[src/rtl/alu_share_ctrl_if.sv]
// alu_share_ctrl_if
//   Bundles every non-clock/reset signal of alu_share_ctrl: the two request
//   ports, the ALU operand/result bus, the response channel, flush and busy.
//   slave  : the sequencer/arbiter side (alu_share_ctrl itself).
//   master : the surrounding pipeline + ALU side (issue logic, consumer, ALU).
interface alu_share_ctrl_if #(
  parameter int TAG_W = 4
);
  // request port 0 (integer EX stage)
  logic             req0_valid;
  logic             req0_ready;
  logic [4:0]       req0_op;
  logic [31:0]      req0_a;
  logic [31:0]      req0_b;
  logic [TAG_W-1:0] req0_tag;
  // request port 1 (FP/convert issue path)
  logic             req1_valid;
  logic             req1_ready;
  logic [4:0]       req1_op;
  logic [31:0]      req1_a;
  logic [31:0]      req1_b;
  logic [TAG_W-1:0] req1_tag;
  // shared ALU
  logic [4:0]       alu_op;
  logic [31:0]      alu_a;
  logic [31:0]      alu_b;
  logic [31:0]      alu_result;
  logic             alu_zero;
  logic             alu_set;
  logic             alu_overflow;
  logic             alu_carryout;
  // response channel
  logic             rsp_valid;
  logic             rsp_ready;
  logic [31:0]      rsp_result;
  logic [3:0]       rsp_flags;
  logic             rsp_src;
  logic [TAG_W-1:0] rsp_tag;
  // control / status
  logic             flush;
  logic             busy;

  modport slave (
    input  req0_valid, req0_op, req0_a, req0_b, req0_tag,
    input  req1_valid, req1_op, req1_a, req1_b, req1_tag,
    input  alu_result, alu_zero, alu_set, alu_overflow, alu_carryout,
    input  rsp_ready, flush,
    output req0_ready, req1_ready,
    output alu_op, alu_a, alu_b,
    output rsp_valid, rsp_result, rsp_flags, rsp_src, rsp_tag,
    output busy
  );

  modport master (
    output req0_valid, req0_op, req0_a, req0_b, req0_tag,
    output req1_valid, req1_op, req1_a, req1_b, req1_tag,
    output alu_result, alu_zero, alu_set, alu_overflow, alu_carryout,
    output rsp_ready, flush,
    input  req0_ready, req1_ready,
    input  alu_op, alu_a, alu_b,
    input  rsp_valid, rsp_result, rsp_flags, rsp_src, rsp_tag,
    input  busy
  );
endinterface

[src/rtl/alu_share_ctrl.sv]
// alu_share_ctrl
//   Shares one combinational ALU between two requesters (port 0 = integer EX,
//   port 1 = FP/convert issue). Round-robin arbitration, operands registered
//   and held for the op latency, result/flags captured and returned through a
//   valid/ready response.
// Ports:
//   clk     : rising-edge clock
//   reset_n : asynchronous active-low reset
//   bus     : alu_share_ctrl_if.slave (requests, ALU bus, response, flush, busy)
module alu_share_ctrl #(
  parameter int TAG_W   = 4,
  parameter int FP_LAT  = 3,
  parameter int INT_LAT = 1
) (
  input  logic            clk,
  input  logic            reset_n,
  alu_share_ctrl_if.slave bus
);

  localparam logic [1:0] ST_IDLE = 2'd0;
  localparam logic [1:0] ST_EXEC = 2'd1;
  localparam logic [1:0] ST_DONE = 2'd2;

  // ADDF and CVTI2F are the only multi-cycle codes; 5'b11111 stays INT.
  function automatic logic is_fp(input logic [4:0] op);
    return (op == 5'b01111) || (op == 5'b11110);
  endfunction

  logic [1:0]       state_q, state_d;
  logic [3:0]       cnt_q, cnt_d;
  logic             last_grant_q, last_grant_d;
  logic [4:0]       alu_op_q, alu_op_d;
  logic [31:0]      alu_a_q, alu_a_d;
  logic [31:0]      alu_b_q, alu_b_d;
  logic             rsp_valid_q, rsp_valid_d;
  logic [31:0]      rsp_result_q, rsp_result_d;
  logic [3:0]       rsp_flags_q, rsp_flags_d;
  logic             rsp_src_q, rsp_src_d;
  logic [TAG_W-1:0] rsp_tag_q, rsp_tag_d;
  logic [TAG_W-1:0] tag_q, tag_d;
  logic             src_q, src_d;

  logic             can_accept_s;
  logic             accept_s;
  logic             grant_s;
  logic [4:0]       sel_op_s;
  logic [31:0]      sel_a_s;
  logic [31:0]      sel_b_s;
  logic [TAG_W-1:0] sel_tag_s;
  logic [3:0]       sel_lat_s;

  // A new op may start from IDLE, or from DONE in the same cycle the response drains.
  assign can_accept_s = !bus.flush &&
                        ((state_q == ST_IDLE) || ((state_q == ST_DONE) && bus.rsp_ready));
  assign accept_s     = can_accept_s && (bus.req0_valid || bus.req1_valid);

  // Round-robin: on contention the port that did not win last time is granted.
  always_comb begin
    grant_s = 1'b0;
    if (bus.req0_valid && bus.req1_valid) begin
      grant_s = ~last_grant_q;
    end else if (bus.req1_valid) begin
      grant_s = 1'b1;
    end else begin
      grant_s = 1'b0;
    end
  end

  assign bus.req0_ready = accept_s && !grant_s;
  assign bus.req1_ready = accept_s && grant_s;

  assign sel_op_s  = grant_s ? bus.req1_op  : bus.req0_op;
  assign sel_a_s   = grant_s ? bus.req1_a   : bus.req0_a;
  assign sel_b_s   = grant_s ? bus.req1_b   : bus.req0_b;
  assign sel_tag_s = grant_s ? bus.req1_tag : bus.req0_tag;
  // Counter holds remaining EXEC cycles minus one; latency 1 loads 0.
  assign sel_lat_s = is_fp(sel_op_s) ? 4'(FP_LAT - 1) : 4'(INT_LAT - 1);

  // Next-state logic for the sequencer, operand holding and response capture.
  always_comb begin
    state_d      = state_q;
    cnt_d        = cnt_q;
    rsp_valid_d  = rsp_valid_q;
    rsp_result_d = rsp_result_q;
    rsp_flags_d  = rsp_flags_q;
    rsp_src_d    = rsp_src_q;
    rsp_tag_d    = rsp_tag_q;
    // Operands only change on an accept, so they stay frozen through EXEC and flush.
    alu_op_d     = accept_s ? sel_op_s  : alu_op_q;
    alu_a_d      = accept_s ? sel_a_s   : alu_a_q;
    alu_b_d      = accept_s ? sel_b_s   : alu_b_q;
    tag_d        = accept_s ? sel_tag_s : tag_q;
    src_d        = accept_s ? grant_s   : src_q;
    last_grant_d = accept_s ? grant_s   : last_grant_q;
    if (bus.flush) begin
      state_d     = ST_IDLE;
      rsp_valid_d = 1'b0;
    end else begin
      case (state_q)
        ST_IDLE: begin
          if (accept_s) begin
            state_d = ST_EXEC;
            cnt_d   = sel_lat_s;
          end else begin
            state_d = ST_IDLE;
          end
        end
        ST_EXEC: begin
          if (cnt_q == 4'd0) begin
            state_d      = ST_DONE;
            rsp_valid_d  = 1'b1;
            rsp_result_d = bus.alu_result;
            rsp_flags_d  = {bus.alu_carryout, bus.alu_overflow, bus.alu_set, bus.alu_zero};
            rsp_src_d    = src_q;
            rsp_tag_d    = tag_q;
          end else begin
            cnt_d = cnt_q - 4'd1;
          end
        end
        ST_DONE: begin
          if (bus.rsp_ready) begin
            rsp_valid_d = 1'b0;
            if (accept_s) begin
              state_d = ST_EXEC;
              cnt_d   = sel_lat_s;
            end else begin
              state_d = ST_IDLE;
            end
          end else begin
            state_d = ST_DONE;
          end
        end
        default: begin
          state_d     = ST_IDLE;
          rsp_valid_d = 1'b0;
        end
      endcase
    end
  end

  // State, operand and response registers.
  always_ff @(posedge clk or negedge reset_n) begin
    if (!reset_n) begin
      state_q      <= ST_IDLE;
      cnt_q        <= 4'd0;
      last_grant_q <= 1'b1;
      alu_op_q     <= 5'd0;
      alu_a_q      <= 32'd0;
      alu_b_q      <= 32'd0;
      rsp_valid_q  <= 1'b0;
      rsp_result_q <= 32'd0;
      rsp_flags_q  <= 4'd0;
      rsp_src_q    <= 1'b0;
      rsp_tag_q    <= '0;
      tag_q        <= '0;
      src_q        <= 1'b0;
    end else begin
      state_q      <= state_d;
      cnt_q        <= cnt_d;
      last_grant_q <= last_grant_d;
      alu_op_q     <= alu_op_d;
      alu_a_q      <= alu_a_d;
      alu_b_q      <= alu_b_d;
      rsp_valid_q  <= rsp_valid_d;
      rsp_result_q <= rsp_result_d;
      rsp_flags_q  <= rsp_flags_d;
      rsp_src_q    <= rsp_src_d;
      rsp_tag_q    <= rsp_tag_d;
      tag_q        <= tag_d;
      src_q        <= src_d;
    end
  end

  assign bus.alu_op     = alu_op_q;
  assign bus.alu_a      = alu_a_q;
  assign bus.alu_b      = alu_b_q;
  assign bus.rsp_valid  = rsp_valid_q;
  assign bus.rsp_result = rsp_result_q;
  assign bus.rsp_flags  = rsp_flags_q;
  assign bus.rsp_src    = rsp_src_q;
  assign bus.rsp_tag    = rsp_tag_q;
  assign bus.busy       = (state_q != ST_IDLE);

endmodule

[src/flat_wrapper.sv]
// flat-port wrapper written by rule: the top's interface ports become plain ports
module alu_share_ctrl_flat 
#(
  parameter int TAG_W   = 4,
  parameter int FP_LAT  = 3,
  parameter int INT_LAT = 1
)
  (clk, reset_n, bus_req0_valid, bus_req0_op, bus_req0_a, bus_req0_b, bus_req0_tag, bus_req1_valid, bus_req1_op, bus_req1_a, bus_req1_b, bus_req1_tag, bus_alu_result, bus_alu_zero, bus_alu_set, bus_alu_overflow, bus_alu_carryout, bus_rsp_ready, bus_flush, bus_req0_ready, bus_req1_ready, bus_alu_op, bus_alu_a, bus_alu_b, bus_rsp_valid, bus_rsp_result, bus_rsp_flags, bus_rsp_src, bus_rsp_tag, bus_busy);
  alu_share_ctrl_if #(.TAG_W(TAG_W)) bus_i ();
  input  logic clk;
  input  logic reset_n;
  input wire logic [$bits(bus_i.req0_valid)-1:0] bus_req0_valid;
  input wire logic [$bits(bus_i.req0_op)-1:0] bus_req0_op;
  input wire logic [$bits(bus_i.req0_a)-1:0] bus_req0_a;
  input wire logic [$bits(bus_i.req0_b)-1:0] bus_req0_b;
  input wire logic [$bits(bus_i.req0_tag)-1:0] bus_req0_tag;
  input wire logic [$bits(bus_i.req1_valid)-1:0] bus_req1_valid;
  input wire logic [$bits(bus_i.req1_op)-1:0] bus_req1_op;
  input wire logic [$bits(bus_i.req1_a)-1:0] bus_req1_a;
  input wire logic [$bits(bus_i.req1_b)-1:0] bus_req1_b;
  input wire logic [$bits(bus_i.req1_tag)-1:0] bus_req1_tag;
  input wire logic [$bits(bus_i.alu_result)-1:0] bus_alu_result;
  input wire logic [$bits(bus_i.alu_zero)-1:0] bus_alu_zero;
  input wire logic [$bits(bus_i.alu_set)-1:0] bus_alu_set;
  input wire logic [$bits(bus_i.alu_overflow)-1:0] bus_alu_overflow;
  input wire logic [$bits(bus_i.alu_carryout)-1:0] bus_alu_carryout;
  input wire logic [$bits(bus_i.rsp_ready)-1:0] bus_rsp_ready;
  input wire logic [$bits(bus_i.flush)-1:0] bus_flush;
  output wire logic [$bits(bus_i.req0_ready)-1:0] bus_req0_ready;
  output wire logic [$bits(bus_i.req1_ready)-1:0] bus_req1_ready;
  output wire logic [$bits(bus_i.alu_op)-1:0] bus_alu_op;
  output wire logic [$bits(bus_i.alu_a)-1:0] bus_alu_a;
  output wire logic [$bits(bus_i.alu_b)-1:0] bus_alu_b;
  output wire logic [$bits(bus_i.rsp_valid)-1:0] bus_rsp_valid;
  output wire logic [$bits(bus_i.rsp_result)-1:0] bus_rsp_result;
  output wire logic [$bits(bus_i.rsp_flags)-1:0] bus_rsp_flags;
  output wire logic [$bits(bus_i.rsp_src)-1:0] bus_rsp_src;
  output wire logic [$bits(bus_i.rsp_tag)-1:0] bus_rsp_tag;
  output wire logic [$bits(bus_i.busy)-1:0] bus_busy;
  assign bus_i.req0_valid = bus_req0_valid;
  assign bus_i.req0_op = bus_req0_op;
  assign bus_i.req0_a = bus_req0_a;
  assign bus_i.req0_b = bus_req0_b;
  assign bus_i.req0_tag = bus_req0_tag;
  assign bus_i.req1_valid = bus_req1_valid;
  assign bus_i.req1_op = bus_req1_op;
  assign bus_i.req1_a = bus_req1_a;
  assign bus_i.req1_b = bus_req1_b;
  assign bus_i.req1_tag = bus_req1_tag;
  assign bus_i.alu_result = bus_alu_result;
  assign bus_i.alu_zero = bus_alu_zero;
  assign bus_i.alu_set = bus_alu_set;
  assign bus_i.alu_overflow = bus_alu_overflow;
  assign bus_i.alu_carryout = bus_alu_carryout;
  assign bus_i.rsp_ready = bus_rsp_ready;
  assign bus_i.flush = bus_flush;
  assign bus_req0_ready = bus_i.req0_ready;
  assign bus_req1_ready = bus_i.req1_ready;
  assign bus_alu_op = bus_i.alu_op;
  assign bus_alu_a = bus_i.alu_a;
  assign bus_alu_b = bus_i.alu_b;
  assign bus_rsp_valid = bus_i.rsp_valid;
  assign bus_rsp_result = bus_i.rsp_result;
  assign bus_rsp_flags = bus_i.rsp_flags;
  assign bus_rsp_src = bus_i.rsp_src;
  assign bus_rsp_tag = bus_i.rsp_tag;
  assign bus_busy = bus_i.busy;
  alu_share_ctrl #(.TAG_W(TAG_W), .FP_LAT(FP_LAT), .INT_LAT(INT_LAT)) u_core (.clk(clk), .reset_n(reset_n), .bus(bus_i));
endmodule
[config.mk]
export PLATFORM = sky130hd
export DESIGN_NAME = alu_share_ctrl_flat
export DESIGN_NICKNAME = d
export VERILOG_FILES = /design/src/rtl/alu_share_ctrl_if.sv /design/src/rtl/alu_share_ctrl.sv /design/src/flat_wrapper.sv
export SDC_FILE = /design/constraint.sdc
export NUM_CORES = 1
export LEC_CHECK = 0
export ABC_CLOCK_PERIOD_IN_PS = 2300
export CAP_MARGIN = 0
export CORE_MARGIN = 2
export CORE_UTILIZATION = 38
export DETAILED_ROUTE_END_ITERATION = 7
export PLACE_DENSITY = 0.86
export SLEW_MARGIN = 15
export SYNTH_ARGS = -nofsm -noshare
export SYNTH_HDL_FRONTEND = slang
export SYNTH_SLANG_ARGS = --single-unit
[constraint.sdc]
create_clock -name clk -period 2.3 [get_ports clk]
set_input_delay 0.46 -clock clk [delete_from_list [all_inputs] [get_ports clk]]
set_output_delay 0.46 -clock clk [all_outputs]
set_load 0.02 [all_outputs]
==> flow_summary.ini <==
[run_status]
status = completed

[power_and_ir_drop]
power.density_nw_per_um2 = 1317
vdd_drop_max_v = 0.0007178
power_mw = 11.91
p_leak_nw = 3.835

[floorplanning]
die_y_um = 121.4
io_pins = 302
die_w_um = 121.4
initial_core_util_pct = 39.24
rows = 42
die_area_sq_um = 14740
core_area_sq_um = 13350

[worst_setup_path]
start_kind = primary input
r2r_cells = 7
slowest_delay_ns = 0.48
path_class = primary input to output port
cpMostUsedCell = buf_12
crit_chain = clkdlybuf4s50_1, a21bo_4, buf_12, and3b_2, buf_12
slowest_stage = clkdlybuf4s50_1
crit_fanout = 19
cp_data_arrival_time_ns = 1.80
critPathLaunch = bus_req0_valid
rrSetupSlack_ns = 0.27
worstPathRequired_ns = 1.84
reg2reg_from = u_core.last_grant_q$_DFFE_PN1N_
endpoint_kind = output port

[clock_tree]
numCtsBuffers = 17
clock_latency_ns = 0.40
htreeDepth = 4
holdBufCountCts = 0
cts.clk_slew.worst_paths_ns = 0.05
cts_tree = done
ctsLongestPathBuffers = 2
cts-root-buf = clkbuf_16
cts.sinks = 123

[timing]
timing.clock.skew_ns = 0.005978
hold_viol_final = 0
fin_crit_ns = 2.262
worstMarginPinSlew_ns = 0.5839
relSlewSlack_pct = 61.08
drv_slew = 0
setup_viol = 0
fmax_mhz = 442.1
fin_crit_sh_pct = 98.35
rsz0062_at_grt = no

[yosys]
yosysSeqAreaShare_pct = 58.79
synthCells = 464
synthTopCellsByArea = dfrtp_1 (58%), a22oi_1 (9.7%), mux2_1 (9.0%)
avgSynthCellArea_sq_um = 11.29
synth.distinct_cells = 36
yosys.area.top_type = dfrtp_1
yosysTopAreaCellShare_pct = 58.29
synthesis.nets = 653
synth_seq_cells = 123
yosysWarnings = 0
synth_area_sq_um = 5238

[finish]
area_growth_syn_to_layout_pct = 72.69
fin_nets = 952
most-common-layout-cells = clkdlybuf4s50_1 (296), dfrtp_1 (122), nand2_1 (76)
fin_cells = 950
mostFrequentLayoutCell = clkdlybuf4s50_1
drive_gt1_share_pct = 7.106
n_antenna_cell = 0
final_util_pct = 67.76

[global_route]
grt_max_degree = 80
overflow = 0
antenna_found_initial = 0
use_met1_pct = 24.79
grt_use_total_pct = 22.14
grtUsageMet3_pct = 7.143
grt_pass1_wl_um = 25380
use_met2_pct = 38.31
top_usage_layer = met2
grt_pass1_vias = 5062

[route]
num_vias = 4882
wirelength_um = 16300
ant_nets = 0
drc_errors = 0
dr.pass1.iters = 5
post_drt_wl_per_cell_um = 17.16
drtIter0Drc = 249
viasPerCell = 5.139

[place]
dp_cells = 918
dp_hpwl_um = 12060
gp_congestion = 0.8531
port_buffers = 301

[run]
drv_cap = 0

[worst_hold_path]
hold_class = primary input to async pin
[layout make-up]
type,count,area [sq um]
Timing Repair Buffer,316,3213
Clock buffer,22,474.2
Multi-Input combinational cell,302,1977
Tap cell,176,220.2
Sequential cell,123,3079
Fill cell,974,4303
Clock inverter,8,70.07
Inverter,3,11.26
[repair_timing]
item,CTS,global route
gates cloned,0,1
endpoints found under the setup margin,2,12
gates resized for setup,7,4
setup buffers,1,0
[per-stage QoR]
| step | setup WS [ns] | setup TNS (ns) | cell area [sq um] | hold WS (ns) |
|---|---|---|---|---|
| after floorplan | 0.3243 | 0 | 5238 | 0.1644 |
| after global placement | -0.2641 | -12.48 | 8447 | 0.4558 |
| after detailed placement | -0.2876 | -16.40 | 8447 | 0.4643 |
| after CTS | 0.004023 | 0 | 9012 | 0.06113 |
| after global routing | 0.002540 | 0 | 9045 | 0.09067 |
| final | 0.03784 | 0 | 9045 | 0.05403 |
[per-layer routing]
layer | vias up | routed length [um]
met3 | 41 | 1355
met1 | 2340 | 5940
li1 | 2264 | -
met5 | - | 0
met4 | 0 | 527
met2 | 237 | 8475
[critical path, delay by kind of cell]
kind | cells | cell delay [ns]
AND/OR/NAND/NOR | 1 | 0.29
buffers and inverters | 3 | 0.77
AO/OA/AOI/OAI | 1 | 0.28
[final timing paths]
path / endpoint
min in group clk: u_core.src_q$_DFFE_PN0N_
max in group asynchronous: u_core.bus.alu_b[6]$_DFFE_PN0N_
min reg2reg: u_core.src_q$_DFFE_PN0N_
max reg2reg: u_core.bus.alu_b[19]$_DFFE_PN0N_
min: u_core.state_q[1]$_DFFE_PN0P_
max: bus_req1_ready
[Yosys cell counts]
| master | count |
|---|---|
| dfstp_2 | 1 |
| nor3b_4 | 1 |
| and3b_1 | 1 |
| buf_4 | 1 |
| nor2b_1 | 2 |
| or2_2 | 1 |
| a21oi_1 | 2 |
| dfrtp_1 | 122 |
| xnor2_1 | 1 |
| mux2i_1 | 5 |
| o211ai_2 | 1 |
| and2_1 | 1 |
| o21ai_1 | 74 |
| clkbuf_1 | 15 |
| xor2_1 | 2 |
| ha_1 | 1 |
| buf_6 | 4 |
| a2bb2oi_1 | 1 |
| o221a_1 | 1 |
| nand2b_1 | 1 |
| a21bo_2 | 1 |
| a22oi_1 | 68 |
| or3b_1 | 1 |
| nand2_1 | 76 |
| o21ai_0 | 1 |
| and3_1 | 1 |
| nor2_1 | 5 |
| nand4_1 | 1 |
| a21o_1 | 4 |
| inv_1 | 3 |
| nor3b_2 | 1 |
| nor3_1 | 2 |
| nand3_1 | 3 |
| mux2_1 | 42 |
| buf_2 | 16 |
| nand2_2 | 1 |
[cell families (layout without fill, tap and decap cells)]
logic type / after synthesis / after routing / share of synthesized area, %
compound gates: 153 / 153 / 18.49
flops: 123 / 123 / 58.79
simple gates: 98 / 98 / 8.170
mux: 47 / 47 / 9.986
buf+inv: 39 / 349 / 3.822
xor+xnor: 3 / 3 / 0.5018
fa+ha+maj: 1 / 1 / 0.2389
[sequential cells by signal, summed over array words and instances, names as in the netlist]
signal	count
u_core.bus.alu_a	32
u_core.bus.alu_b	32
u_core.bus.alu_op	5
u_core.bus.rsp_flags	4
u_core.bus.rsp_result	32
u_core.bus.rsp_src	1
u_core.bus.rsp_tag	4
u_core.bus.rsp_valid	1
u_core.cnt_q	4
u_core.last_grant_q	1
u_core.src_q	1
u_core.state_q	2
u_core.tag_q	4
[power by group]
part	internal [mW]	leakage [nW]	switching, mW
Sequential	3.23	1.50	0.620
Combinational	2.85	2.06	2.77
Clock	1.55	0.267	0.900
Total	7.62	3.83	4.29
Power figures use the tool's default switching activity.
